### config.mk
export PLATFORM = sky130hd
export DESIGN_NAME = axil_req_arbiter
export DESIGN_NICKNAME = d
export VERILOG_FILES = /design/src/rtl/axil_req_arbiter.sv
export SDC_FILE = /design/constraint.sdc
export NUM_CORES = 1
export LEC_CHECK = 0
export CAP_MARGIN = 40
export CORE_MARGIN = 2
export CORE_UTILIZATION = 40
export DETAILED_ROUTE_END_ITERATION = 7
export GPL_TIMING_DRIVEN = 0
export PLACE_DENSITY = 0.88
export SYNTH_ARGS = -nofsm -noshare
export SYNTH_HDL_FRONTEND = slang
export SYNTH_SLANG_ARGS = --single-unit
### constraint.sdc
create_clock -name clk_i -period 3.6 [get_ports clk_i]
set_input_delay 0.36 -clock clk_i [delete_from_list [all_inputs] [get_ports clk_i]]
set_output_delay 0.36 -clock clk_i [all_outputs]
set_load 0.005 [all_outputs]
### src/rtl/axil_req_arbiter.sv
`default_nettype none
// ============================================================================
//  Module   : axil_req_arbiter
//  Purpose  : Two-requester round-robin arbiter in front of a single AXI-Lite
//             master port. One transaction is in flight at a time. A granted
//             request is captured, driven onto the AXI-Lite channels, and its
//             completion (read data and error flag) is returned to the owner.
//  Ports    : clk_i, rst_i          - clock, async active-high reset
//             req_valid/req_write   - per-requester request and direction
//             req_addr/req_wdata    - per-requester address and write data
//             req_ready             - one-cycle accept pulse per requester
//             rsp_valid             - one-cycle completion pulse per requester
//             rsp_rdata/rsp_err     - shared completion data and error flag
//             m_axil_*              - AXI-Lite master (AW, W, B, AR, R)
//  Revision : 1.0  initial release
// ============================================================================
module axil_req_arbiter #(
  parameter int ADDR_WIDTH = 4,
  parameter int DATA_WIDTH = 32
) (
  input  logic                    clk_i,
  input  logic                    rst_i,

  input  logic [1:0]              req_valid,
  input  logic [1:0]              req_write,
  input  logic [2*ADDR_WIDTH-1:0] req_addr,
  input  logic [2*DATA_WIDTH-1:0] req_wdata,
  output logic [1:0]              req_ready,

  output logic [1:0]              rsp_valid,
  output logic [DATA_WIDTH-1:0]   rsp_rdata,
  output logic                    rsp_err,

  output logic [ADDR_WIDTH-1:0]   m_axil_awaddr,
  output logic [2:0]              m_axil_awprot,
  output logic                    m_axil_awvalid,
  input  logic                    m_axil_awready,

  output logic [DATA_WIDTH-1:0]   m_axil_wdata,
  output logic [DATA_WIDTH/8-1:0] m_axil_wstrb,
  output logic                    m_axil_wvalid,
  input  logic                    m_axil_wready,

  input  logic [1:0]              m_axil_bresp,
  input  logic                    m_axil_bvalid,
  output logic                    m_axil_bready,

  output logic [ADDR_WIDTH-1:0]   m_axil_araddr,
  output logic [2:0]              m_axil_arprot,
  output logic                    m_axil_arvalid,
  input  logic                    m_axil_arready,

  input  logic [DATA_WIDTH-1:0]   m_axil_rdata,
  input  logic [1:0]              m_axil_rresp,
  input  logic                    m_axil_rvalid,
  output logic                    m_axil_rready
);

  localparam int C_STRB_WIDTH = DATA_WIDTH / 8;

  localparam logic [2:0] S_IDLE  = 3'd0;
  localparam logic [2:0] S_WADDR = 3'd1;
  localparam logic [2:0] S_WRESP = 3'd2;
  localparam logic [2:0] S_RADDR = 3'd3;
  localparam logic [2:0] S_RRESP = 3'd4;
  localparam logic [2:0] S_DONE  = 3'd5;

  logic [2:0]            state_q,      state_d;
  logic                  last_grant_q, last_grant_d;
  logic                  owner_q,      owner_d;
  logic [ADDR_WIDTH-1:0] addr_q,       addr_d;
  logic [DATA_WIDTH-1:0] wdata_q,      wdata_d;
  logic                  aw_done_q,    aw_done_d;
  logic                  w_done_q,     w_done_d;
  logic [DATA_WIDTH-1:0] rsp_rdata_q,  rsp_rdata_d;
  logic                  rsp_err_q,    rsp_err_d;

  logic                  w_any_req;
  logic                  w_grant_idx;
  logic                  w_sel_write;
  logic [ADDR_WIDTH-1:0] w_sel_addr;
  logic [DATA_WIDTH-1:0] w_sel_wdata;
  logic                  w_aw_hs;
  logic                  w_w_hs;

  // --------------------------------------------------------------------------
  // Round-robin pick: on a tie the requester that did not win last time gets
  // the grant; a lone requester always wins regardless of history.
  // --------------------------------------------------------------------------
  always_comb begin
    w_any_req = |req_valid;
    if (req_valid == 2'b11) begin
      w_grant_idx = ~last_grant_q;
    end else begin
      w_grant_idx = req_valid[1];
    end
    w_sel_write = w_grant_idx ? req_write[1] : req_write[0];
    w_sel_addr  = w_grant_idx ? req_addr[2*ADDR_WIDTH-1:ADDR_WIDTH]
                              : req_addr[ADDR_WIDTH-1:0];
    w_sel_wdata = w_grant_idx ? req_wdata[2*DATA_WIDTH-1:DATA_WIDTH]
                              : req_wdata[DATA_WIDTH-1:0];
  end

  // AW and W complete independently; each valid drops after its own handshake.
  assign m_axil_awvalid = (state_q == S_WADDR) && !aw_done_q;
  assign m_axil_wvalid  = (state_q == S_WADDR) && !w_done_q;
  assign m_axil_bready  = (state_q == S_WRESP);
  assign m_axil_arvalid = (state_q == S_RADDR);
  assign m_axil_rready  = (state_q == S_RRESP);

  assign w_aw_hs = m_axil_awvalid && m_axil_awready;
  assign w_w_hs  = m_axil_wvalid  && m_axil_wready;

  assign m_axil_awaddr = addr_q;
  assign m_axil_araddr = addr_q;
  assign m_axil_wdata  = wdata_q;
  assign m_axil_awprot = 3'b000;
  assign m_axil_arprot = 3'b000;
  assign m_axil_wstrb  = {C_STRB_WIDTH{1'b1}};

  // The accept pulse is combinational from IDLE; it is masked by rst_i so it
  // is already low in the cycle reset arrives, not only after the flops clear.
  always_comb begin
    req_ready = 2'b00;
    if ((state_q == S_IDLE) && w_any_req && !rst_i) begin
      req_ready = w_grant_idx ? 2'b10 : 2'b01;
    end
  end

  always_comb begin
    rsp_valid = 2'b00;
    if (state_q == S_DONE) begin
      rsp_valid = owner_q ? 2'b10 : 2'b01;
    end
  end

  // Completion data is registered so it stays put between completions.
  assign rsp_rdata = rsp_rdata_q;
  assign rsp_err   = rsp_err_q;

  // --------------------------------------------------------------------------
  // Next-state and capture logic
  // --------------------------------------------------------------------------
  always_comb begin
    state_d      = state_q;
    last_grant_d = last_grant_q;
    owner_d      = owner_q;
    addr_d       = addr_q;
    wdata_d      = wdata_q;
    aw_done_d    = aw_done_q;
    w_done_d     = w_done_q;
    rsp_rdata_d  = rsp_rdata_q;
    rsp_err_d    = rsp_err_q;

    case (state_q)
      S_IDLE: begin
        if (w_any_req) begin
          owner_d      = w_grant_idx;
          last_grant_d = w_grant_idx;
          addr_d       = w_sel_addr;
          wdata_d      = w_sel_wdata;
          aw_done_d    = 1'b0;
          w_done_d     = 1'b0;
          state_d      = w_sel_write ? S_WADDR : S_RADDR;
        end
      end

      S_WADDR: begin
        aw_done_d = aw_done_q || w_aw_hs;
        w_done_d  = w_done_q  || w_w_hs;
        if (aw_done_d && w_done_d) begin
          state_d = S_WRESP;
        end
      end

      S_WRESP: begin
        if (m_axil_bvalid) begin
          rsp_err_d   = (m_axil_bresp != 2'b00);
          rsp_rdata_d = '0;
          state_d     = S_DONE;
        end
      end

      S_RADDR: begin
        if (m_axil_arready) begin
          state_d = S_RRESP;
        end
      end

      S_RRESP: begin
        if (m_axil_rvalid) begin
          rsp_err_d   = (m_axil_rresp != 2'b00);
          rsp_rdata_d = m_axil_rdata;
          state_d     = S_DONE;
        end
      end

      S_DONE: begin
        state_d = S_IDLE;
      end

      default: begin
        state_d = S_IDLE;
      end
    endcase
  end

  // last_grant resets to 1 so requester 0 wins the first tie.
  always_ff @(posedge clk_i or posedge rst_i) begin
    if (rst_i) begin
      state_q      <= S_IDLE;
      last_grant_q <= 1'b1;
      owner_q      <= 1'b0;
      addr_q       <= '0;
      wdata_q      <= '0;
      aw_done_q    <= 1'b0;
      w_done_q     <= 1'b0;
      rsp_rdata_q  <= '0;
      rsp_err_q    <= 1'b0;
    end else begin
      state_q      <= state_d;
      last_grant_q <= last_grant_d;
      owner_q      <= owner_d;
      addr_q       <= addr_d;
      wdata_q      <= wdata_d;
      aw_done_q    <= aw_done_d;
      w_done_q     <= w_done_d;
      rsp_rdata_q  <= rsp_rdata_d;
      rsp_err_q    <= rsp_err_d;
    end
  end

endmodule
`default_nettype wire

==> impl_metrics.json, run 1 <==
{
  "status": "finished, final reports clean",
  "ys_seq_area_share_pct": 55.1,
  "ioPinCount": 211,
  "netlist_area_mm2": 0.00345,
  "min_path_type": "input pin to async pin",
  "die_y_um": 96.9,
  "final_antenna_net_count": 0,
  "n_fill_cell": 628,
  "cap_violations": 0,
  "setup_ws_ps": 803,
  "clkTransAtPathRegs_ps": 70,
  "via_count": 3257,
  "clock_skew_ps": 11.5,
  "wirelength_mm": 10.7,
  "num_rows": 33,
  "fin_crit_ps": 2800,
  "cts_resized": 0,
  "period_share_pct": 77.7,
  "yosysMostFrequentCell": "dfrtp_1",
  "grt_max_degree": 55,
  "synth_area_leaders": "dfrtp_1 (54%), mux2i_1 (11%), a22o_1 (8.4%)",
  "root_buffer": "clkbuf_8",
  "hpwl_mm": 8.57,
  "critical_path_class": "flop to output pin",
  "syn_to_final_growth_pct": 68.8,
  "cts_setup_buffers": 0,
  "worstPathArrival_ps": 2440,
  "clock_path_buffers": 2,
  "tns_ps": 0,
  "grt_pass1_wl_mm": 17.2,
  "p_per_area_mw_per_mm2": 713,
  "slew_violations": 0,
  "postCtsHoldBufs": 0,
  "grt-ovfl-total": 0,
  "synthCells": 307,
  "endpoint_kind": "output pin",
  "antenna_found_initial": 0,
  "tritoncts.num_buffers": 9,
  "synth_area_per_cell_um2": 11.2,
  "clock_sinks": 76,
  "antennaDiodeCount": 0,
  "track_usage_pct": 23.1,
  "synth_top_cell_by_area": "dfrtp_1",
  "place.gp.congestion": 0.918,
  "synth_ff_type": "dfrtp_1",
  "synth_top_area_share_pct": 54.4,
  "ys_top_cells_by_count": "dfrtp_1 (75), nand2_1 (39), mux2i_1 (37)",
  "coreArea_mm2": 0.00830,
  "worst_setup_path_start_kind": "flop",
  "nNetsFinal": 646,
  "vdd_drop_max_uv": 367,
  "drive_gt1_share_pct": 10.2,
  "multiInputGateArea_mm2": 0.00132,
  "die_w_um": 96.9,
  "h-tree-depth": 3,
  "setup_viol": 0,
  "hold_viol_final": 0,
  "rsz0062_at_grt": "false",
  "worstPathRequired_ps": 3240,
  "cts_tree": "yes",
  "ys_ff_latch": 76,
  "drtPass1Iterations": 4,
  "wl_per_cell_um": 16.8,
  "synthDistinctLibCells": 34,
  "drc": 0,
  "pre_cts_ws_ps": 870,
  "fmax_mhz": 358,
  "leakage_nw": 2.58,
  "port_buffers": 200,
  "drt-vias-per-instance": 5.12,
  "drt_iter0_markers": 92,
  "grt_pass1_vias": 3432,
  "start_util_pct": 41.6,
  "regArea_mm2": 0.00190,
  "ys.warnings.count": 0,
  "dieArea_mm2": 0.00939,
  "crit_fanout": 10,
  "clock_latency_ps": 340,
  "async_flop_share_pct": 100,
  "synth_edf_count": 0
}
-- per-stage QoR --
stage | power [mW] | instance area (um^2) | instances | util [%] | hold WS, ps
global route | 4.44 | 5830 | 636 | 70.2 | 382
CTS | 4.20 | 5830 | 636 | 70.2 | 358
finish | 4.16 | 5830 | 636 | 70.2 | 360
global placement | 3.48 | 5620 | 620 | 67.7 | 460
floorplan | 2.35 | 3480 | 315 | - | 430
detailed placement | 3.58 | 5650 | 621 | 68.0 | 473
-- routing by layer --
layer / up-vias / global-route usage (%) / part of all wire, %
li1: 1516 / - / -
met2: 172 / 40.1 / 50
met1: 1541 / 25.1 / 38
met3: 28 / 8.89 / 8.8
met5: - / 0 / 0
met4: 0 / 9.75 / 3.3
-- worst max-delay path, cell delays in order (launching register included) --
cell,delay (ps)
dfrtp_1,360
buf_2,180
nor3_4,260
o21ai_1,120
buf_2,200
buf_2,210
nor3_1,230
clkdlybuf4s50_1,540
-- flip-flops by register name, indices dropped and copies added, names as in the netlist --
| signal | cells |
|---|---|
| aw_done_q | 1 |
| m_axil_wdata | 32 |
| m_axil_araddr | 4 |
| state_q | 3 |
| rsp_err | 1 |
| w_done_q | 1 |
| last_grant_q | 1 |
| owner_q | 1 |
| rsp_rdata | 32 |
-- path summary, 6_finish.rpt --
kind	start	to	slack (ps)	cells past startpoint
worst max-delay path	state_q[2]	req_ready[0]	800	7
worst min-delay path	rst_i	m_axil_wdata[23]	360	2
worst max register to register	state_q[2]	m_axil_wdata[30]	1920	6
worst min register to register	rsp_err	rsp_err	490	2
max in group asynchronous	rst_i	last_grant_q	2610	3
min in group clk_i	rsp_err	rsp_err	490	2
-- cell families after synthesis --
logic type             count (synthesis)  share of synthesized area (%)
AO/OA/AOI/OAI                         90                           17.6
buffers and inverters                 40                           7.65
flip-flops                            76                           55.1
multiplexers                          37                           10.7
other                                  2                          0.218
AND/OR/NAND/NOR                       62                           8.66
-- layout make-up --
type                       count  share of cell area, %
timing repair buffer         201                   34.8
sequential                    76                   32.7
multi-input combinational    199                   22.6
buffer                        37                   4.34
tap                          105                   2.25
clock buffer                  10                   2.19
clock inverter                 5                  0.923
inverter                       3                  0.236
-- power breakdown --
group / internal (mW) / switching [mW]
clock: 0.314 / 0.292
combinational: 1.24 / 0.806
sequential: 1.26 / 0.247
total: 2.81 / 1.34
-- placed cells by master, fill, tap and decap left out, types with 9 or more instances in the layout --
| cell type | n |
|---|---|
| clkdlybuf4s50_1 | 200 |
| dfrtp_1 | 75 |
| nand2_1 | 39 |
| mux2i_1 | 37 |
| a22o_1 | 33 |
| o21ai_0 | 31 |
| buf_4 | 16 |
| buf_2 | 13 |
| conb_1 | 10 |
| clkbuf_8 | 9 |
Note: power is estimated with default switching activity, not from simulation.
==> run 2: changes to the inputs <==
--- a/config.mk
+++ b/config.mk
@@ -7,10 +7,10 @@
 export LEC_CHECK = 0
 export CAP_MARGIN = 40
 export CORE_MARGIN = 2
-export CORE_UTILIZATION = 40
+export CORE_UTILIZATION = 34
 export DETAILED_ROUTE_END_ITERATION = 7
 export GPL_TIMING_DRIVEN = 0
-export PLACE_DENSITY = 0.88
+export PLACE_DENSITY = 0.8
 export SYNTH_ARGS = -nofsm -noshare
 export SYNTH_HDL_FRONTEND = slang
 export SYNTH_SLANG_ARGS = --single-unit
==> constraint.sdc (replaced) <==
create_clock -name clk_i -period 2.4 [get_ports clk_i]
set_input_delay 0.24 -clock clk_i [delete_from_list [all_inputs] [get_ports clk_i]]
set_output_delay 0.24 -clock clk_i [all_outputs]
set_load 0.005 [all_outputs]
==> run 2 against run 1 <==
Design area increased by 2.5%. Sequential cell count is the same. Count of clock-buffer cells in the layout decreased by 1. Critical path depth fell by 1. Hold slack lost 22 ps. Largest cell class unchanged.
==> impl_metrics.json, run 2 (synthesized netlist as in run 1, its figures left out) <==
{
  "ioPinCount": 211,
  "clock_sinks": 76,
  "hpwl_mm": 8.30,
  "start_util_pct": 35.2,
  "slowest_stage": "clkdlybuf4s50_1",
  "wirelength_mm": 10.3,
  "setup_viol": 0,
  "dieArea_mm2": 0.0110,
  "antennaDiodeCount": 0,
  "power_mw": 6.33,
  "crit_chain": "buf_2 -> nor3_4 -> buf_4 -> o21a_1 -> and3_1 -> clkdlybuf4s50_1",
  "cap_violations": 0,
  "vdd_drop_max_uv": 425,
  "slowest_delay_ps": 520,
  "drive_gt1_share_pct": 12.1,
  "clock_latency_ps": 340,
  "hold_viol_final": 0,
  "mostFrequentLayoutCells": "clkdlybuf4s50_1 (199), dfrtp_1 (75), nand2_1 (39)",
  "min_path_type": "input pin to async pin",
  "num_rows": 36,
  "wl_per_cell_um": 15.3,
  "root_buffer": "clkbuf_8",
  "clkTransAtPathRegs_ps": 90,
  "die_y_um": 105,
  "critical_path_class": "flop to output pin",
  "die_w_um": 105,
  "grt_max_degree": 37,
  "drt-vias-per-instance": 4.76,
  "drc": 0,
  "via_count": 3201,
  "postCtsHoldBufs": 0,
  "critPathBufInv": 3,
  "tritoncts.num_buffers": 9,
  "final_util_pct": 60.8,
  "fmax_mhz": 444,
  "grt_pass1_vias": 3283,
  "antenna_found_initial": 0,
  "fin_crit_ps": 2250,
  "h-tree-depth": 3,
  "coreArea_mm2": 0.00982,
  "drt_iter0_markers": 96,
  "nNetsFinal": 653,
  "endpoint_kind": "output pin",
  "crit_fanout": 10,
  "hold_ws_ps": 338,
  "drtPass1Iterations": 4,
  "grt-ovfl-total": 0,
  "p_per_area_mw_per_mm2": 1060,
  "track_usage_pct": 18.8,
  "clock_skew_ps": 8.63,
  "final_common_cell": "clkdlybuf4s50_1",
  "period_share_pct": 93.9,
  "final_antenna_net_count": 0,
  "clock_path_buffers": 2,
  "leakage_nw": 2.65,
  "placedInstanceArea_mm2": 0.00569,
  "worstPathRequired_ps": 2160,
  "crit_family": "buffers and inverters",
  "slew_violations": 0,
  "worstPathArrival_ps": 2010,
  "syn_to_final_growth_pct": 73.1,
  "grt_pass1_wl_mm": 16.4,
  "port_buffers": 200,
  "status": "finished, final reports clean",
  "cts_tree": "yes",
  "worst_setup_path_start_kind": "flop",
  "fin_area_mm2": 0.00597,
  "place.gp.congestion": 0.841
}
-- run 2: path summary, 6_finish.rpt --
path                             startpoint               end  slack, ps  depth (start not counted)
max in group asynchronous             rst_i      last_grant_q       1660                          4
min reg2reg                m_axil_wdata[13]  m_axil_wdata[13]        490                          2
min                                   rst_i      rsp_rdata[3]        340                          3
max reg2reg                      state_q[2]   m_axil_wdata[2]        850                          6
min in group clk_i         m_axil_wdata[13]  m_axil_wdata[13]        490                          2
max                              state_q[2]      req_ready[1]        150                          6
-- run 2: per-stage QoR --
stage               setup TNS [ps]  setup slack [ps]  cells
detailed placement            -205              -189    650
global route                 -5.04             -5.04    672
global placement             -1040             -1040    648
floorplan                        0               451    315
CTS                              0              37.2    666
finish                           0               146    672
-- run 2: timing repair --
item,4_1_cts,5_1_grt
hold endpoints to repair,0,0
endpoints found under the setup margin,2,3
setup buffers,1,6
gates resized for setup,3,6
pin swaps,1,0
-- run 2: cell type report --
| type | instances | area (um^2) |
|---|---|---|
| clock buffers | 9 | 124 |
| well taps | 133 | 166 |
| inverters | 3 | 15.0 |
| plain buffers | 36 | 262 |
| fillers | 844 | 3840 |
| clock inverters | 7 | 81.3 |
| flip-flops and latches | 76 | 1900 |
| multi-input cells | 199 | 1330 |
| repair buffers | 209 | 2100 |
-- run 2: layer usage --
metal	routed length (um)	track usage, %	vias up
li1	-	-	1524
met1	4170	22.2	1495
met2	4920	32.2	171
met3	1060	6.67	11
met4	120	5.43	0
met5	0	0	-
-- run 2: worst register-to-register path: cells and delay by family (launching register included) --
kind	cells	cell delay, ps
flip-flops	1	320
AND/OR/NAND/NOR	1	60
buffers and inverters	3	750
AO/OA/AOI/OAI	2	290
-- run 2: power by group --
part	switching, mW	internal (mW)	leakage, nW
combinational	1.19	1.89	1.58
clock	0.509	0.497	0.106
sequential	0.358	1.88	0.969
==> run 3: changes to the inputs <==
--- a/config.mk
+++ b/config.mk
@@ -5,9 +5,9 @@
 export SDC_FILE = /design/constraint.sdc
 export NUM_CORES = 1
 export LEC_CHECK = 0
+export ABC_AREA = 1
 export CAP_MARGIN = 40
-export CORE_MARGIN = 2
-export CORE_UTILIZATION = 34
+export CORE_UTILIZATION = 35
 export DETAILED_ROUTE_END_ITERATION = 7
 export GPL_TIMING_DRIVEN = 0
 export PLACE_DENSITY = 0.8
==> run 3 against run 2 <==
Sequential power is 2% lower. Power is 6.2% higher. Non-clock buffer count is 2 lower. Wire length is 11% higher. Clock power is 13% higher. Utilization is 0.75 points higher. Register-to-register slack worse by 250 ps. Worst setup slack worse by 12 ps. Design area is 2.6% higher. Highest routed layer unchanged.
==> impl_metrics.json, run 3 <==
{
  "r2r_cells": 7,
  "clkTransAtPathRegs_ps": 90,
  "antenna_found_initial": 0,
  "reg2reg_slack_ps": 600,
  "root_buffer": "clkbuf_8",
  "rsz0062_at_grt": "false",
  "grt_max_degree": 42,
  "ioPinCount": 211,
  "endpoint_kind": "output pin",
  "clock_latency_ps": 340,
  "port_buffers": 200,
  "yosysMostFrequentCell": "nand2_1",
  "crit_chain": "buf_6 -> inv_4 -> nand2_4 -> nor3_4 -> inv_4 -> nor3_2 -> clkdlybuf4s50_1",
  "p_per_area_mw_per_mm2": 1100,
  "wirelength_mm": 11.4,
  "worst_setup_path_start_kind": "flop",
  "cap_violations": 0,
  "drt_iter0_markers": 136,
  "synth_top_area_share_pct": 51.4,
  "fin_cells": 793,
  "critPathBufInv": 4,
  "num_rows": 36,
  "dieArea_mm2": 0.0109,
  "grt_pass1_wl_mm": 18.7,
  "status": "finished, final reports clean",
  "min_path_type": "input pin to async pin",
  "r2r-end": "m_axil_wdata[9]",
  "drtPass1Iterations": 4,
  "synth_area_leaders": "dfrtp_1 (51%), o21ai_0 (11%), nand2_1 (9.6%)",
  "tns_ps": 0,
  "final_antenna_net_count": 0,
  "drt-vias-per-instance": 4.82,
  "antennaDiodeCount": 0,
  "grt-ovfl-total": 0,
  "worstPathRequired_ps": 2160,
  "clock_path_buffers": 2,
  "grt_pass1_vias": 3825,
  "crit_fanout": 12,
  "track_usage_pct": 21.4,
  "fmax_mhz": 441,
  "slowest_delay_ps": 520,
  "synth_ff_type": "dfrtp_1",
  "netlist_area_mm2": 0.00365,
  "wl_per_cell_um": 14.4,
  "start_util_pct": 36.7,
  "worstPathArrival_ps": 2030,
  "coreArea_mm2": 0.00995,
  "ys_seq_area_share_pct": 52.1,
  "critical_path_class": "flop to output pin",
  "synthCells": 436,
  "setup_viol": 0,
  "synth_top_cell_by_area": "dfrtp_1",
  "pre_cts_ws_ps": 32.7,
  "place.gp.congestion": 0.793,
  "postCtsHoldBufs": 0,
  "die_y_um": 104,
  "clock_sinks": 76,
  "drive_gt1_share_pct": 10.8,
  "synth_area_per_cell_um2": 8.38,
  "slew_violations": 0,
  "cts_tree": "yes",
  "fin_crit_ps": 2270,
  "drc": 0,
  "synthDistinctLibCells": 28,
  "synth_edf_count": 0,
  "period_share_pct": 94.4,
  "hold_ws_ps": 367,
  "hold_viol_final": 0,
  "n_fill_cell": 861,
  "tritoncts.num_buffers": 9,
  "hpwl_mm": 8.78,
  "nNetsFinal": 774,
  "h-tree-depth": 3,
  "setup_ws_ps": 135,
  "r2r-start": "last_grant_q",
  "mostFrequentLayoutCells": "clkdlybuf4s50_1 (199), nand2_1 (93), o21ai_0 (77)",
  "dp.cells": 778,
  "via_count": 3824,
  "ys_ff_latch": 76,
  "async_flop_share_pct": 100,
  "die_w_um": 104,
  "clock_skew_ps": 12.7,
  "ys.warnings.count": 0,
  "vdd_drop_max_uv": 495,
  "crit_family": "buffers and inverters",
  "syn_to_final_growth_pct": 67.8,
  "cpMostUsedCell": "inv_4",
  "leakage_nw": 2.83,
  "ys_top_cells_by_count": "nand2_1 (93), o21ai_0 (77), dfrtp_1 (75)",
  "slowest_stage": "clkdlybuf4s50_1",
  "final_common_cell": "clkdlybuf4s50_1"
}
-- run 3: cell types whose count changed after synthesis, moves of 4 or more --
| cell | previous run | this run |
|---|---|---|
| o21ai_1 | 8 | 31 |
| o21ai_0 | 31 | 77 |
| nand3_2 | 0 | 5 |
| nand3_1 | 0 | 35 |
| nor2_1 | 6 | 44 |
| mux2i_1 | 37 | 0 |
| a31oi_1 | 5 | 0 |
| buf_2 | 13 | 6 |
| inv_1 | 3 | 9 |
| clkbuf_1 | 3 | 8 |
| a22o_1 | 33 | 0 |
| inv_2 | 0 | 4 |
| nand2_1 | 39 | 93 |
-- run 3: what timing repair did --
item                       in CTS  in global routing
buffers inserted                0                  1
pin swaps                       0                  1
setup endpoints to repair       2                  2
gates resized for setup         0                  7
-- run 3: cell type report --
| cell class | instances | area, um^2 | area share (%) |
|---|---|---|---|
| plain buffers | 41 | 268 | 4.37 |
| clock buffers | 13 | 169 | 2.76 |
| clock inverters | 3 | 67.6 | 1.10 |
| inverters | 14 | 62.6 | 1.02 |
| multi-input cells | 311 | 1460 | 23.9 |
| flip-flops and latches | 76 | 1900 | 31.0 |
| well taps | 133 | 166 | 2.71 |
| repair buffers | 202 | 2030 | 33.1 |
-- run 3: cell families after synthesis --
| group | synth area share, % |
|---|---|
| flops | 52.1 |
| other cells | 0.205 |
| simple gates | 23.5 |
| buf+inv | 9.00 |
| compound gates | 15.2 |
-- run 3: metrics by stage --
| step | area [um^2] | total power, mW | util [%] |
|---|---|---|---|
| 2_1_floorplan | 3680 | 3.76 | - |
| 3_3_place_gp | 5850 | 5.49 | 58.8 |
| 3_5_place_dp | 5880 | 5.61 | 59.0 |
| 4_1_cts | 6110 | 6.77 | 61.4 |
| 5_1_grt | 6130 | 7.26 | 61.6 |
| 6_report | 6130 | 6.72 | 61.6 |
-- run 3: routing by layer --
metal  part of all wire (%)  routed length [um]  GRT usage (%)  vias up
li1                       -                   -              -     1852
met1                     42                4740           26.1     1819
met2                     51                5770           36.7      132
met3                    5.6                 638           5.01       21
met4                    2.0                 231           7.76        0
met5                      0                   0              0        -
-- run 3: how the worst max path moves through the flow --
stage / from / cells past startpoint / slack, ps / end
floorplan: rst_i / 1 / 220 / aw_done_q
global placement: rst_i / 2 / -1100 / rsp_rdata[1]
detailed placement: req_valid[1] / 7 / 30 / req_ready[1]
CTS: state_q[0] / 7 / 70 / req_ready[1]
global route: state_q[0] / 7 / 20 / req_ready[1]
finish: state_q[0] / 7 / 130 / req_ready[1]
-- run 3: report_power, final --
group | switching [mW] | total (mW) | internal (mW)
sequential | 0.324 | 2.19 | 1.86
combinational | 1.58 | 3.39 | 1.81
clock | 0.472 | 1.14 | 0.673
